File: src/rtl/fullAdder_4bits.sv
// fullAdder_4bits
//   Existing 4-bit ripple-carry adder. It is reproduced here only so the
//   slice elaborates on its own. The module name and port list are fixed by
//   its existing users and are kept exactly as they are.
//   Ports:
//     sum   out 4  a + b + c_in, low 4 bits
//     c_out out 1  carry out of bit 3
//     a     in  4  operand A
//     b     in  4  operand B
//     c_in  in  1  carry into bit 0
module fullAdder_4bits (
  output logic [3:0] sum,
  output logic       c_out,
  input  logic [3:0] a,
  input  logic [3:0] b,
  input  logic       c_in
);

  logic [4:0] carry;

  always_comb begin
    carry    = '0;
    sum      = '0;
    carry[0] = c_in;
    for (int i = 0; i < 4; i++) begin
      sum[i]       = a[i] ^ b[i] ^ carry[i];
      carry[i + 1] = (a[i] & b[i]) | (carry[i] & (a[i] ^ b[i]));
    end
    c_out = carry[4];
  end

endmodule

File: src/rtl/nibble_serial_adder.sv
// nibble_serial_adder
//   Performs a WIDTH-bit add by streaming the operands through a single
//   fullAdder_4bits, one nibble per cycle, least-significant nibble first.
//   The carry between nibbles is held in a register, so no carry path spans
//   more than one nibble in any cycle.
//   The sum and c_out outputs update only on the edge that enters DONE, and
//   they hold their value until the next completion.
//   Ports:
//     clk    in  1      rising-edge clock
//     rst_n  in  1      asynchronous active-low reset
//     start  in  1      request; accepted in IDLE or DONE, ignored while busy
//     a, b   in  WIDTH  operands, latched when start is accepted
//     c_in   in  1      carry-in, latched when start is accepted
//     busy   out 1      high while nibbles are being added (ADD state)
//     done   out 1      one-cycle pulse after sum/c_out take a new result
//     sum    out WIDTH  result of the last completed add
//     c_out  out 1      carry-out of the last completed add
//   Control handshake: start is a level. It is accepted on any rising edge
//   where busy==0 and start==1. The bench must wait for done before it reads
//   the result. A start seen while busy==1 is dropped and is not queued.
module nibble_serial_adder #(
  parameter int WIDTH = 16
) (
  input  logic             clk,
  input  logic             rst_n,
  input  logic             start,
  input  logic [WIDTH-1:0] a,
  input  logic [WIDTH-1:0] b,
  input  logic             c_in,
  output logic             busy,
  output logic             done,
  output logic [WIDTH-1:0] sum,
  output logic             c_out
);

  localparam int NIBBLES = WIDTH / 4;
  localparam int IDX_W   = (NIBBLES > 1) ? $clog2(NIBBLES) : 1;
  localparam logic [IDX_W-1:0] LAST_IDX = IDX_W'(NIBBLES - 1);

  typedef enum logic [1:0] {
    S_IDLE = 2'd0,
    S_ADD  = 2'd1,
    S_DONE = 2'd2
  } state_e;

  state_e           state_q, state_d;
  logic [WIDTH-1:0] a_reg_q, a_reg_d;
  logic [WIDTH-1:0] b_reg_q, b_reg_d;
  logic [WIDTH-1:0] acc_q, acc_d;
  logic             carry_q, carry_d;
  logic [IDX_W-1:0] idx_q, idx_d;
  logic [WIDTH-1:0] sum_q, sum_d;
  logic             c_out_q, c_out_d;

  logic [3:0]       add_a, add_b, add_sum;
  logic             add_cout;
  logic [WIDTH-1:0] acc_ins;  // acc with this cycle's nibble merged in

  assign add_a = a_reg_q[4*idx_q +: 4];
  assign add_b = b_reg_q[4*idx_q +: 4];

  fullAdder_4bits u_fa4 (
    .sum   (add_sum),
    .c_out (add_cout),
    .a     (add_a),
    .b     (add_b),
    .c_in  (carry_q)
  );

  always_comb begin
    state_d = state_q;
    a_reg_d = a_reg_q;
    b_reg_d = b_reg_q;
    acc_d   = acc_q;
    carry_d = carry_q;
    idx_d   = idx_q;
    sum_d   = sum_q;
    c_out_d = c_out_q;
    acc_ins = acc_q;
    acc_ins[4*idx_q +: 4] = add_sum;

    case (state_q)
      S_IDLE, S_DONE: begin
        if (start) begin
          a_reg_d = a;
          b_reg_d = b;
          carry_d = c_in;
          idx_d   = '0;
          acc_d   = '0;
          state_d = S_ADD;
        end else begin
          state_d = S_IDLE;
        end
      end
      S_ADD: begin
        acc_d   = acc_ins;
        carry_d = add_cout;
        idx_d   = idx_q + IDX_W'(1);
        // On the last nibble, publish the result. Use acc_ins and not acc_q,
        // because acc_q does not yet hold the top nibble.
        if (idx_q == LAST_IDX) begin
          sum_d   = acc_ins;
          c_out_d = add_cout;
          state_d = S_DONE;
        end
      end
      default: state_d = S_IDLE;
    endcase
  end

  always_ff @(posedge clk or negedge rst_n) begin
    if (!rst_n) begin
      state_q <= S_IDLE;
      a_reg_q <= '0;
      b_reg_q <= '0;
      acc_q   <= '0;
      carry_q <= 1'b0;
      idx_q   <= '0;
      sum_q   <= '0;
      c_out_q <= 1'b0;
    end else begin
      state_q <= state_d;
      a_reg_q <= a_reg_d;
      b_reg_q <= b_reg_d;
      acc_q   <= acc_d;
      carry_q <= carry_d;
      idx_q   <= idx_d;
      sum_q   <= sum_d;
      c_out_q <= c_out_d;
    end
  end

  assign busy  = (state_q == S_ADD);
  assign done  = (state_q == S_DONE);
  assign sum   = sum_q;
  assign c_out = c_out_q;

endmodule

File: config.mk
export PLATFORM = sky130hd
export DESIGN_NAME = nibble_serial_adder
export DESIGN_NICKNAME = d
export VERILOG_FILES = /design/src/rtl/fullAdder_4bits.sv /design/src/rtl/nibble_serial_adder.sv
export SDC_FILE = /design/constraint.sdc
export NUM_CORES = 1
export LEC_CHECK = 0
export CORE_MARGIN = 4
export CORE_UTILIZATION = 53
export DETAILED_ROUTE_END_ITERATION = 6
export PLACE_DENSITY = 0.87
export SLEW_MARGIN = 20
export SYNTH_ARGS = -nofsm -noshare
export SYNTH_HDL_FRONTEND = slang
export SYNTH_SLANG_ARGS = --single-unit
File: constraint.sdc
create_clock -name clk -period 3.3 [get_ports clk]
set_input_delay 0.66 -clock clk [delete_from_list [all_inputs] [get_ports clk]]
set_output_delay 0.66 -clock clk [all_outputs]
set_load 0.01 [all_outputs]
=== Yosys cells after proc, flatten, opt, wreduce, memory -nomap -nowiden ===
Index checks and enable logic that the tools add are counted.

* Bits in registers: 70
* Output and inout port bits: 19
* Bits of input ports: 36

* Reductions and logical operators: 6
* Shift-type cells: 4
* Equal/unequal tests: 5
* Bitwise logic cells: 20
* Add/sub/neg operators: 2
* Multiplexer cells: 10

{| class="wikitable"
|+ Operators with widths
! cell !! count
|-
| negator 4 -> 34 bit || 1
|-
| variable shift 4 x 34 -> 16 bit, first input constant || 1
|-
| indexed part select 4 x 34 -> 16 bit || 1
|-
| one-hot mux 16 bit (2 select lines) || 1
|-
| indexed part select 16 x 5 -> 4 bit || 2
|-
| bitwise mux 16 bit || 1
|-
| 2-to-1 mux 16 bit || 1
|-
| AND 1 bit || 8
|-
| one-hot mux 2 bit (2 select lines) || 2
|-
| bitwise XOR 1 bit || 8
|-
| AND reduction 2 bit || 3
|-
| equality test 2 bit, second input constant || 2
|-
| 2-to-1 mux 2 bit || 2
|-
| bitwise OR 1 bit || 4
|-
| adder 2 x 1 -> 2 bit, second input constant || 1
|-
| equality test 2 x 1 -> 1 bit, second input constant || 1
|-
| logical NOT 2 bit || 1
|-
| 2-to-1 mux 1 bit || 2
|-
| inequality test 2 x 1 -> 1 bit, second input constant || 1
|-
| inequality test 2 bit, second input constant || 1
|-
| one-hot mux 1 bit (2 select lines) || 1
|-
| nonzero test 2 bit || 1
|-
| OR reduction 2 bit || 1
|}

=== Depth between registers and ports, before layout ===
* Word-level depth: 12
* Mapped depth: 13
* Mapped depth without buffers: 11

=== Modules after synthesis ===
A second synthesis with hierarchy kept.

* Cells, all modules: 322
* Area total of the unflattened synthesis: 3288.2 µm²

{| class="wikitable"
|+ Modules (own cells, without submodules)
! module !! times used !! cells each !! area each (µm²) !! sequential area each (µm²)
|-
| nibble_serial_adder || 1 || 308 || 3170.5 || 1751.7
|-
| fullAdder_4bits || 1 || 14 || 117.6 || 0.0
|}

=== Least setup slack after synthesis ===
Ideal clock, no wire load.

* Path type: flip-flop to flip-flop
* Start: register idx_q[0]
* End: register acc_q[11]
* Library setup time: 0.122 ns
* Path buffers: 2
* Path slack: 0.414 ns
* Cell stages (with the launch flop): 13
* Period minus slack after synthesis: 2.886 ns
* Arrival time: 2.765 ns
* Path through: dfrtp_1 > buf_6 > mux4_2 > inv_1 > fa_1 > inv_1 > fa_1 > inv_1 > fa_1 > inv_1 > fa_1 > buf_2 > a32o_1

* Longest elaborated chain between the ends: 12

{| class="wikitable"
|+ RTL lines
! what !! RTL line !! text
|-
| start, declared || nibble_serial_adder.sv:51 || <nowiki>logic [IDX_W-1:0] idx_q, idx_d;</nowiki>
|-
| start signal, assigned || nibble_serial_adder.sv:127 || <nowiki>idx_q <= idx_d;</nowiki>
|-
| indexed part select 16 x 5 -> 4 bit, on equally long branches || nibble_serial_adder.sv:59, nibble_serial_adder.sv:60 ||
|-
| bitwise XOR 1 bit || fullAdder_4bits.sv:26, fullAdder_4bits.sv:27 ||
|-
| AND 1 bit || fullAdder_4bits.sv:27 || <nowiki>carry[i + 1] = (a[i] & b[i]) | (carry[i] & (a[i] ^ b[i]));</nowiki>
|-
| bitwise OR 1 bit || fullAdder_4bits.sv:27 ||
|-
| AND 1 bit || fullAdder_4bits.sv:27 ||
|-
| bitwise OR 1 bit || fullAdder_4bits.sv:27 ||
|-
| AND 1 bit || fullAdder_4bits.sv:27 ||
|-
| bitwise OR 1 bit || fullAdder_4bits.sv:27 ||
|-
| bitwise XOR 1 bit || fullAdder_4bits.sv:26 || <nowiki>sum[i] = a[i] ^ b[i] ^ carry[i];</nowiki>
|-
| indexed part select 4 x 34 -> 16 bit || nibble_serial_adder.sv:80 || <nowiki>acc_ins[4*idx_q +: 4] = add_sum;</nowiki>
|-
| bitwise mux 16 bit (*) || nibble_serial_adder.sv:80 ||
|-
| one-hot mux 16 bit (2 select lines) (*) || nibble_serial_adder.sv:82 || <nowiki>case (state_q)</nowiki>
|-
| end signal, assigned || nibble_serial_adder.sv:116 || <nowiki>acc_q <= '0;</nowiki>
|-
| end signal, assigned || nibble_serial_adder.sv:125 || <nowiki>acc_q <= acc_d;</nowiki>
|-
| end, declared || nibble_serial_adder.sv:49 || <nowiki>logic [WIDTH-1:0] acc_q, acc_d;</nowiki>
|}

Mark *: on every way between the ends. The rest lies on a longest branch, timed or not.
A chain may end at the register's enable or synchronous reset.

=== Worst setup path after layout ===
* Start: register idx_q[0]
* End: register sum_q[3], in the netlist sum[3]

* Longest elaborated chain between the ends: 11

{| class="wikitable"
|+ RTL lines
! what !! RTL line !! text
|-
| indexed part select 16 x 5 -> 4 bit, on equally long branches || nibble_serial_adder.sv:59, nibble_serial_adder.sv:60 ||
|-
| bitwise XOR 1 bit || fullAdder_4bits.sv:26, fullAdder_4bits.sv:27 ||
|-
| AND 1 bit || fullAdder_4bits.sv:27 ||
|-
| bitwise OR 1 bit || fullAdder_4bits.sv:27 ||
|-
| AND 1 bit || fullAdder_4bits.sv:27 ||
|-
| bitwise OR 1 bit || fullAdder_4bits.sv:27 ||
|-
| AND 1 bit || fullAdder_4bits.sv:27 ||
|-
| bitwise OR 1 bit || fullAdder_4bits.sv:27 ||
|-
| bitwise XOR 1 bit || fullAdder_4bits.sv:26 ||
|-
| indexed part select 4 x 34 -> 16 bit || nibble_serial_adder.sv:80 ||
|-
| bitwise mux 16 bit || nibble_serial_adder.sv:80 ||
|-
| end signal, assigned || nibble_serial_adder.sv:128 || <nowiki>sum_q <= sum_d;</nowiki>
|-
| end, declared || nibble_serial_adder.sv:52 || <nowiki>logic [WIDTH-1:0] sum_q, sum_d;</nowiki>
|}

Parallel ways exist; a longest one is shown, timed or not.

==> impl.org <==
** Floorplan
- Starting utilization of the core area :: 0.553
- Number of cell rows :: 28
- In this run the horizontal extent of the chip is 87.3 µm.
- 55 I/O pins were placed.
- In this run the vertical extent of the chip is 87.3 µm.
- Die ar. :: 7620 µm²
- Placeable core region :: 6030 µm²

** Synthesis
- sky130_fd_sc_hd__dfrtp_1 takes more of the synthesized area than any other cell.
- Proportion of synthesized chip area in sequential cells :: 0.526
- The cell area that synthesis handed to floorplanning was 3330 µm².
- Yosys warning count :: 0
- Proportion of netlist area held by the largest area contributor :: 0.526
- Synthesis produced 322 cells.
- After synthesis, the largest family of logic cells by area is simple AND/OR/NAND/NOR gates.
- Of the total synthesized cell area, the portion taken by AND, OR, NAND and NOR gates is 0.204.
- Number of distinct library cell variants in the gate-level netlist after synthesis :: 27
- Synth Register Bits :: 70
- Area share of fa/ha/maj cells after synthesis :: 0.0466
- The area fraction in compound gates after synthesis was 0.102.
- When the netlist entered floorplanning its net count stood at 368.
- After synthesis, the share of cell area in mux cells is 0.0631.
- Of the total synthesized cell area, the portion taken by XOR and XNOR cells is 0.
- Top area cells in the synthesized netlist :: sky130_fd_sc_hd__dfrtp_1 53%, sky130_fd_sc_hd__nand2_1 11%, sky130_fd_sc_hd__mux4_1 3.9%, sky130_fd_sc_hd__nand2b_1 3.4%, sky130_fd_sc_hd__a21oi_1 2.4%
- Dividing the synthesized area by the synthesized cell count gives 10.3 µm².

** Placed design
- Prior to clock tree synthesis, the placed netlist has a worst setup slack of 0.137 ns.
- Final weighted congestion in routability-driven placement :: 0.889
- Detailed placer's ending HPWL :: 4.87 mm
- PortBufs :: 54

** STA
- Count of endpoints failing setup in the final report :: 0
- In the finished design, the share of the clock period the worst path needs comes to 0.929.
- Endpoints failing hold :: 0
- Between clock sinks in the finished design, the worst skew comes to 0.00974 ns.
- Across all setup checks in the final design, the least slack found is 0.236 ns.
- Total negative slack :: 0 ns
- Unrepaired setup endpoints after global routing :: false
- Number of pins with negative max-slew slack in the final report :: 0
- Final critical path time including I/O delays and setup :: 3.06 ns
- F_max :: 326 MHz
- Worst slew slack as a fraction of its limit :: 0.431
- Worst-margin pin slew :: 0.854 ns

** Final layout
- Relative to the synthesized area, the layout overhead comes to 21.5%.
- Final #Nets :: 419
- Leaving out fill and tap cells, the most frequent cell in the layout is sky130_fd_sc_hd__nand2_1.
- Of the cells placed in the final design, the portion with a size suffix greater than 1 is 0.0957.
- Most used cells in the layout excluding fill and tap cells :: 99 x sky130_fd_sc_hd__nand2_1, 69 x sky130_fd_sc_hd__dfrtp_1, 53 x sky130_fd_sc_hd__clkdlybuf4s50_1, 19 x sky130_fd_sc_hd__nor2_1, 18 x sky130_fd_sc_hd__nand2b_1
- Antenna diode count :: 0

** Clock tree
- Clock latency on the worst-skew pair, taken at its later pin, is 0.35 ns.
- Clock root buffer master :: sky130_fd_sc_hd__clkbuf_8
- The number of hold buffers added after CTS was 0.
- In this run the number of H-tree levels came out at 3.
- Clock tree synthesis inserted a total of 9 buffers.
- Clock sink count :: 70
- Clock-pin slew was measured on the worst setup and hold paths at 0.07 ns.
- Setup repair bufs after CTS :: 0
- The clock passes through at most 2 buffers.
- CTS tree :: yes

** Critical path
- The worst setup path is launched from a flip-flop.
- For the worst setup path, the data required time is 3.56 ns.
- FF-to-FF setup slack :: 0.24 ns
- Along the worst path, the maximum fanout reaches 10.
- STA classifies the critical path endpoint as a flip-flop.
- The worst setup path is of the reg -> reg kind.
- Data arrives at the worst endpoint at 3.32 ns.

** Pwr
- Peak supply drop :: 611 µV
- For this design the static power due to leakage is 1.90 nW.
- Power density over the cells :: 1070 nW/µm²

** Global routing
- For met2 alone, demand over resource in global routing was 0.319.
- Layer with the highest usage :: met2
- Global-route wire length before repair :: 11.5 mm
- For met1 alone, demand over resource in global routing was 0.247.
- Summed over all layers, the global routing overflow is 0.
- Met3 usage in global routing :: 0.0369
- Entering global routing, the biggest net connects 71 pins.
- The number of global-route vias before repair is 2,417.
- Number of antenna violations at the first check in global routing :: 0
- Total routing resource utilization after global routing :: 0.198

** Route
- Violation count after the first detailed-route iteration :: 146
- Detailed-routing iteration count for the pre-antenna-repair pass :: 4
- ANT nets after route :: 0
- Average wire length per cell after detail routing :: 15.2 µm
- After detailed routing, the number of vias per cell comes to 5.39.
- DRC violation count after routing :: 0
- The routed design has 6.85 mm of wire.
- Detailed routing inserted a total of 2,432 vias.

** Job
- Max-cap violations in this run came to 0.

** Status
- The run finished with clean final reports.

** Hold path
- The worst hold path belongs to the class reg -> reg.
-- cells in the mapped netlist --
master                     instances
sky130_fd_sc_hd__inv_1            10
sky130_fd_sc_hd__a32o_1            8
sky130_fd_sc_hd__and3b_1           1
sky130_fd_sc_hd__mux4_1            5
sky130_fd_sc_hd__nor2_1           19
sky130_fd_sc_hd__buf_4             9
sky130_fd_sc_hd__nor2b_1          10
sky130_fd_sc_hd__mux2_2            1
sky130_fd_sc_hd__o21ai_0           2
sky130_fd_sc_hd__a31oi_1           9
sky130_fd_sc_hd__nand3_1           1
sky130_fd_sc_hd__o31ai_1           1
sky130_fd_sc_hd__nand2_1          99
sky130_fd_sc_hd__and4b_2           1
sky130_fd_sc_hd__inv_4             1
sky130_fd_sc_hd__ha_1              6
sky130_fd_sc_hd__nand2b_1         18
sky130_fd_sc_hd__buf_2            10
sky130_fd_sc_hd__a22o_1            8
sky130_fd_sc_hd__a21oi_2           4
sky130_fd_sc_hd__and4bb_1          1
sky130_fd_sc_hd__mux4_2            3
sky130_fd_sc_hd__dfrtp_1          70
sky130_fd_sc_hd__fa_1              4
sky130_fd_sc_hd__buf_6             3
sky130_fd_sc_hd__and4bb_2          2
sky130_fd_sc_hd__a21oi_1          16
-- power breakdown --
group	leakage, nW	total (mW)	switching [mW]	internal (mW)
logic	0.930	2.22	1.19	1.03
clock network	0.0914	0.627	0.301	0.325
registers	0.880	1.50	0.245	1.26
total	1.90	4.35	1.73	2.61
-- worst max-delay path: stages, from the launching register on --
cell and delay [ns]:
sky130_fd_sc_hd__dfrtp_2 0.50, sky130_fd_sc_hd__mux4_2 0.53, sky130_fd_sc_hd__inv_1 0.09, sky130_fd_sc_hd__fa_1 0.17, sky130_fd_sc_hd__inv_1 0.05, sky130_fd_sc_hd__fa_1 0.38, sky130_fd_sc_hd__inv_1 0.08, sky130_fd_sc_hd__fa_1 0.17
sky130_fd_sc_hd__inv_1 0.05, sky130_fd_sc_hd__fa_1 0.68, sky130_fd_sc_hd__a21oi_1 0.11, sky130_fd_sc_hd__a21oi_1 0.17
-- flip-flops by register name, summed over array words and instances, names as in the netlist --
name	flops
a_reg_q	16
acc_q	16
b_reg_q	16
sum	16
idx_q	2
state_q	2
c_out	1
carry_q	1
-- metrics by stage --
| step | hold WS [ns] | power [mW] | instances | utilization | area [µm²] |
|---|---|---|---|---|---|
| 2_1_floorplan | 0.364 | 3.01 | 322 | - | 3330 |
| 3_3_place_gp | 0.453 | 3.62 | 437 | 0.643 | 3870 |
| 3_5_place_dp | 0.459 | 3.74 | 437 | 0.643 | 3870 |
| 4_1_cts | 0.477 | 4.37 | 451 | 0.672 | 4050 |
| 5_1_grt | 0.502 | 4.67 | 451 | 0.672 | 4050 |
| 6_report | 0.475 | 4.35 | 451 | 0.672 | 4050 |
-- kinds of logic (layout without fill, tap and decap cells) --
family / after synthesis / after routing
DFF: 70 / 70
muxes: 9 / 9
AOI/OAI and AO/OA: 48 / 48
adders and majority gates: 10 / 10
buffers and inverters: 33 / 87
and+or+nand+nor: 152 / 152
-- area by class of cell --
cell class	instances	area (µm²)
Tap cell	75	93.8
Fill cell	482	1980
Clock inverter	1	5.00
Timing Repair Buffer	62	596
Multi-Input combinational cell	219	1390
Sequential cell	70	1750
Inverter	11	43.8
Clock buffer	13	169
-- metal layers --
layer | vias up | wire length, µm | part of all wire
li1 | 1173 | - | -
met3 | 18 | 340 | 0.050
met2 | 77 | 3260 | 0.48
met5 | - | 0 | 0
met4 | 0 | 227 | 0.033
met1 | 1164 | 3020 | 0.44
-- final timing paths --
| check | start | endpoint | depth (start not counted) |
|---|---|---|---|
| setup reg to reg | idx_q[0] | sum[3] | 11 |
| hold / removal | a_reg_q[6] | a_reg_q[6] | 2 |
| hold reg to reg | a_reg_q[6] | a_reg_q[6] | 2 |
| max in group asynchronous | rst_n | idx_q[0] | 2 |
| setup / recovery | idx_q[0] | sum[3] | 11 |
| min in group asynchronous | rst_n | sum[10] | 2 |
-- what timing repair did --
action / CTS / global route
endpoints found under the hold margin: 0 / 0
setup endpoints to repair: 0 / 7
gates resized for setup: 0 / 1
Note: power is estimated with default switching activity, not from simulation.
